File: config.mk
export PLATFORM = sky130hd
export DESIGN_NAME = demux1_4_reg
export DESIGN_NICKNAME = d
export VERILOG_FILES = /design/src/rtl/demux1_4_reg.sv
export SDC_FILE = /design/constraint.sdc
export NUM_CORES = 1
export LEC_CHECK = 0
export BUFFER_PORTS_ARGS = -buffer_cell sky130_fd_sc_hd__buf_2
export CAP_MARGIN = 30
export CELL_PAD_IN_SITES_DETAIL_PLACEMENT = 2
export CELL_PAD_IN_SITES_GLOBAL_PLACEMENT = 2
export CORE_MARGIN = 5
export CORE_UTILIZATION = 34
export CTS_CLUSTER_DIAMETER = 150
export DETAILED_ROUTE_END_ITERATION = 16
export GPL_ROUTABILITY_DRIVEN = 0
export HOLD_SLACK_MARGIN = 0.12
export PLACE_DENSITY_LB_ADDON = 0.08
export SKIP_CTS_REPAIR_TIMING = 1
export SYNTH_ARGS = -nofsm -noshare
export SYNTH_HDL_FRONTEND = slang
export SYNTH_SLANG_ARGS = --single-unit
File: constraint.sdc
create_clock -name clk -period 2.79 [get_ports clk]
set_input_delay 0.1395 -clock clk [delete_from_list [all_inputs] [get_ports clk]]
set_output_delay 0.1395 -clock clk [all_outputs]
set_load 0.005 [all_outputs]
File: src/rtl/demux1_4_reg.sv
// rtl/demux1_4_reg.sv - registered 1-to-4 demultiplexer with per-channel transfer counters
//
// Routes each accepted input word into the single-entry holding register of
// the channel chosen by in_sel. Every channel drains on its own handshake and
// counts the words it has accepted.
//
// Ports:
//   clk        - rising-edge clock
//   reset_n    - asynchronous active-low reset
//   in_valid   - producer presents a word
//   in_sel     - destination channel 0..3
//   in_data    - word to route
//   in_ready   - selected channel can take the word this cycle
//   out_valid  - bit k: channel k holds a word
//   out_data   - channel k word on [k*WIDTH +: WIDTH]
//   out_ready  - bit k: channel k consumer takes its word this cycle
//   xfer_cnt   - channel k accepted-word count on [k*CNTW +: CNTW]

module demux1_4_reg #(
    parameter int WIDTH = 64,
    parameter int CNTW  = 16
) (
    input  logic                 clk,
    input  logic                 reset_n,
    input  logic                 in_valid,
    input  logic [1:0]           in_sel,
    input  logic [WIDTH-1:0]     in_data,
    output logic                 in_ready,
    output logic [3:0]           out_valid,
    output logic [4*WIDTH-1:0]   out_data,
    input  logic [3:0]           out_ready,
    output logic [4*CNTW-1:0]    xfer_cnt
);

    logic [3:0]       v;
    logic [WIDTH-1:0] d   [4];
    logic [CNTW-1:0]  cnt [4];
    logic             in_hs;

    // A channel can accept when empty, or when its current word leaves on the
    // same edge; this gives one word per cycle per channel.
    assign in_ready = ~v[in_sel] | out_ready[in_sel];
    assign in_hs    = in_valid & in_ready;

    always_ff @(posedge clk or negedge reset_n) begin
        if (!reset_n) begin
            v <= '0;
            for (int k = 0; k < 4; k++) begin
                d[k]   <= '0;
                cnt[k] <= '0;
            end
        end else begin
            for (int k = 0; k < 4; k++) begin
                if (in_hs && (in_sel == 2'(k))) begin
                    // Load wins over drain: a simultaneous consume keeps v set.
                    d[k]   <= in_data;
                    v[k]   <= 1'b1;
                    cnt[k] <= cnt[k] + CNTW'(1);
                end else if (out_ready[k]) begin
                    // Clearing an already-empty channel is harmless; d is held.
                    v[k] <= 1'b0;
                end
            end
        end
    end

    assign out_valid = v;

    for (genvar k = 0; k < 4; k++) begin : g_out
        assign out_data[k*WIDTH +: WIDTH] = d[k];
        assign xfer_cnt[k*CNTW +: CNTW]   = cnt[k];
    end

endmodule

# After elaboration in Yosys (flattened, before gate mapping)
# Index checks and enable logic that the tools add are counted.
# totals
reg_bits	324
input_bits	73
out_inout_bits	325
# classes
addsub	4
magnitude_cmp	1
n_eq_ne	3
n_mux	12
bitwise	3
reduce_logical	9
# op_table
cell	n
$add 16x1->16 const B	4
$mux 1	10
$reduce_bool 2->1	4
$bmux 1 s2	2
$eq 2x2->1 const B	2
$logic_and 1x1->1	4
$lt 2x3->1 const B	1
$eq 2x1->1 const B	1
$logic_not 2->1	1
$and 1x1->1	1
$not 1->1	1
$or 1x1->1	1

# Longest topological paths before layout
# depth
depth_word	7
mapped_depth	8
mapped_depth_nobuf	5

# Worst setup path after synthesis
# Ideal clock, no wire load.
# synth_path
path_type	reg-to-reg
from	register v[0] (netlist: out_valid[0])
to	register d (netlist bit out_data[0])
setup_time_ps	125
arrival_time_ps	1395
required_time_ps	2665
path_slack_ps	1270
stages_incl_launch_ff	5
path_buffers	1
path_cell_list	dfrtp_1 > nor2b_1 > nor3_4 > buf_2 > mux2_2
# synth_via
elab_chain_len	6
# synth_rtl
item	line_no	source
start: declaration	35	logic [3:0] v;
start signal: assignment	47	v <= '0;
start signal: indexed assignment	57	v[k] <= 1'b1;
start signal: indexed assignment	61	v[k] <= 1'b0;
$bmux 1 s2	42	assign in_ready = ~v[in_sel] | out_ready[in_sel];
$mux 1 (not written as such)	42	
$not 1->1	42	
$or 1x1->1	42	
$and 1x1->1	43	assign in_hs = in_valid & in_ready;
$logic_and 1x1->1	54	if (in_hs && (in_sel == 2'(k))) begin
end signal: indexed assignment	56	d[k] <= in_data;
end: declaration	36	logic [WIDTH-1:0] d [4];
# Every way passes these cells. The select of a mux whose other input is x is not followed.
# A chain may end at the register's enable or synchronous reset.

# Worst setup path in the final report
# layout_path
from	register v[1] (netlist: out_valid[1])
to	output port in_ready
# layout_via
elab_chain_len	4
# layout_rtl
item	line_no	source
$bmux 1 s2	42	
$mux 1 (not written as such)	42	
$not 1->1	42	
$or 1x1->1	42	
end: declaration	28	output logic in_ready,
# Every way passes these cells. The select of a mux whose other input is x is not followed.

==> out/metrics.cfg <==
[synthesis]
synth.avg_cell_area_sq_um = 11.5
yosysTopAreaCell = dfrtp_1
ys_warn_count = 0
synth_async_sr_flop_share_pct = 100
synthFlopType = dfrtp_1
synth_edf_count = 0
syn_area_sq_um = 12600
syn-instance-count = 1093
ys_seq_area_share_pct = 64.4
synth-seq-cells = 324
postSynthNetCount = 1170
yosysUniqueCellTypes = 30
yosysTopAreaCellShare_pct = 64.4
yosys-top-cells-area = dfrtp_1, nand2_1, mux2_2

[power]
total_power_uw = 13800
power_density_nw_per_um2 = 808
ir_drop_mv = 0.428
leakage_uw = 0.00877

[timing]
finalHoldViolCount = 0
worstMarginPinSlew_ps = 768
finClkSkew_ps = 9.97
max_freq_mhz = 499
maxSlewViolCount = 0
finalSetupViolCount = 0
timing.final.crit_share_pct = 71.9
slew_headroom_pct = 48.4
period_minus_slack_ps = 2010
fin_tns_setup_ps = 0
rsz0062_at_grt = no
fin_ws_ps = 785

[critical_path]
cp_data_required_time_ps = 2650
r2r_end = out_data[125]
criticalPathCategory = register to output port
rr_startpoint = out_valid[1]
ff2ff_setup_slack_ps = 810
endpoint_kind = output port
r2r.worst_path.cells = 5
worst_ep_arrival_time_ps = 1870
path_max_fanout = 6
start_kind = register

[global_route]
first_global_vias = 10900
antenna_found_initial = 0
grt.overflow.total = 0
grt_use_total_pct = 21.3
grt_max_degree = 90
grt_pass1_wl_um = 68500

[drt]
drc_errors = 0
vias = 10000
wl_per_cell_um = 22.3
ant_nets = 0
drt_first_pass_iters = 4
drt_iter0_markers = 303
routed_via_density = 4.86
wirelength_um = 46000

[die]
die_width_um = 202
ios = 398
dieArea_sq_um = 41000
die_y_um = 202
core_sq_um = 36600
start_util_pct = 34.4
row_count = 70

[clock_tree]
path_clk_slew_ps = 60
cts.sinks = 324
insertion_delay_ps = 540
clk_root_buffer_cell = clkbuf_16
numCtsBuffers = 39
tritoncts = built
htreeDepth = 2
clock_path_buffers = 3

[layout]
drive_gt1_share_pct = 37.5
final_area_sq_um = 17100
finalNonFillerCells = 2061
antenna_cells = 0
syn_to_final_growth_pct = 36.0
final_nets = 1645

[hold_path]
hold_start = in_sel[1]
worstHoldPathType = primary input to register
hold_depth = 3
hold_end = out_valid[3]

[placement]
place_hpwl_um = 30300
pre_cts_ws_ps = 835
dpl_cell_area_sq_um = 15200
place_inst = 1926
portBuffers = 397

[run_status]
status = finished clean

[flow_run]
maxCapViolCount = 0

## flip-flops by register name (all words and copies together) (netlist names)
register / cells
xfer_cnt: 64
out_data: 256
out_valid: 4
## kinds of logic after synthesis
logic type / count (synthesis) / share of synthesized area (%)
buf+inv: 51 / 1.82
simple gates: 523 / 17.4
flops: 324 / 64.4
mux: 131 / 11.8
xor+xnor: 60 / 4.17
fa+ha+maj: 4 / 0.398
## power breakdown
| group | switching [uW] | internal, uW | total [uW] |
|---|---|---|---|
| registers | 617 | 5550 | 6160 |
| logic | 1360 | 1220 | 2590 |
| clock network | 2060 | 3030 | 5090 |
| total | 4040 | 9800 | 13800 |
## stage by stage
stage	util (%)	hold slack (ps)
3_3_place_gp	41.4	120
4_1_cts	44.9	-484
5_1_grt	46.8	123
2_1_floorplan	-	-156
6_report	46.8	97.3
3_5_place_dp	41.4	117
## final cells by class
cell class | count | area (sq um)
inverters | 4 | 15.0
repair buffers | 481 | 2880
clock buffers | 52 | 1140
fillers | 3759 | 19500
well taps | 468 | 586
multi-input cells | 718 | 4270
flip-flops and latches | 324 | 8110
clock inverters | 14 | 125
## worst max-delay path: stages (launching register included)
cell     delay (ps)
dfrtp_1         340
nor2b_1         480
mux4_2          350
inv_1            30
buf_2           120
## per-layer routing
metal | share of wire, % | wire [um] | track usage, %
met5 | 0 | 0 | 0
met4 | 2.8 | 1300 | 6.18
met3 | 6.5 | 3000 | 6.69
met2 | 50 | 23100 | 36.4
met1 | 40 | 18600 | 26.1
## worst max path at each step
stage                             from             to  slack (ps)  cells past startpoint
after global routing      out_valid[1]  out_data[125]         630                      5
after global placement    out_valid[1]  out_data[122]         850                      5
after detailed placement  out_valid[0]   out_data[44]         840                      4
after CTS                 out_valid[1]       in_ready         730                      4
after floorplan           out_valid[0]    out_data[0]        1270                      4
final                     out_valid[1]       in_ready         780                      4
## synth_stat cells, drive strengths merged (2+ instances only)
library cell	count
and3	6
and4	3
buf	28
clkbuf	19
dfrtp	324
ha	4
inv	4
mux2	130
nand2	422
nand2b	5
nand3	20
nand4	24
nor2	17
nor2b	4
nor3	14
nor4	2
or2	3
xnor2	45
xor2	15
## cell usage in the layout, fill, tap and decap left out, types with 3 or more instances in the layout
cell type      synthesis  routed
dfrtp_1              324     324
nand4_1               24      24
ha_1                   4       4
nand2_1              422     422
clkbuf_8               0       7
clkbuf_16              0      41
nor3_1                10      10
clkinv_2               0      10
inv_1                  4       4
xnor2_1               45      45
mux2_2               111     111
and4_1                 3       3
buf_12                 0       6
nand2b_1               5       4
clkbuf_1              19       4
and3_1                 6       6
nand3_1               20      20
buf_4                  1       9
mux2_1                19      19
dlygate4sd3_1          0      69
xor2_1                15      15
nor2_1                16      15
nor2b_1                4       4
buf_2                 27     396
Note: power is estimated with default switching activity, not from simulation.
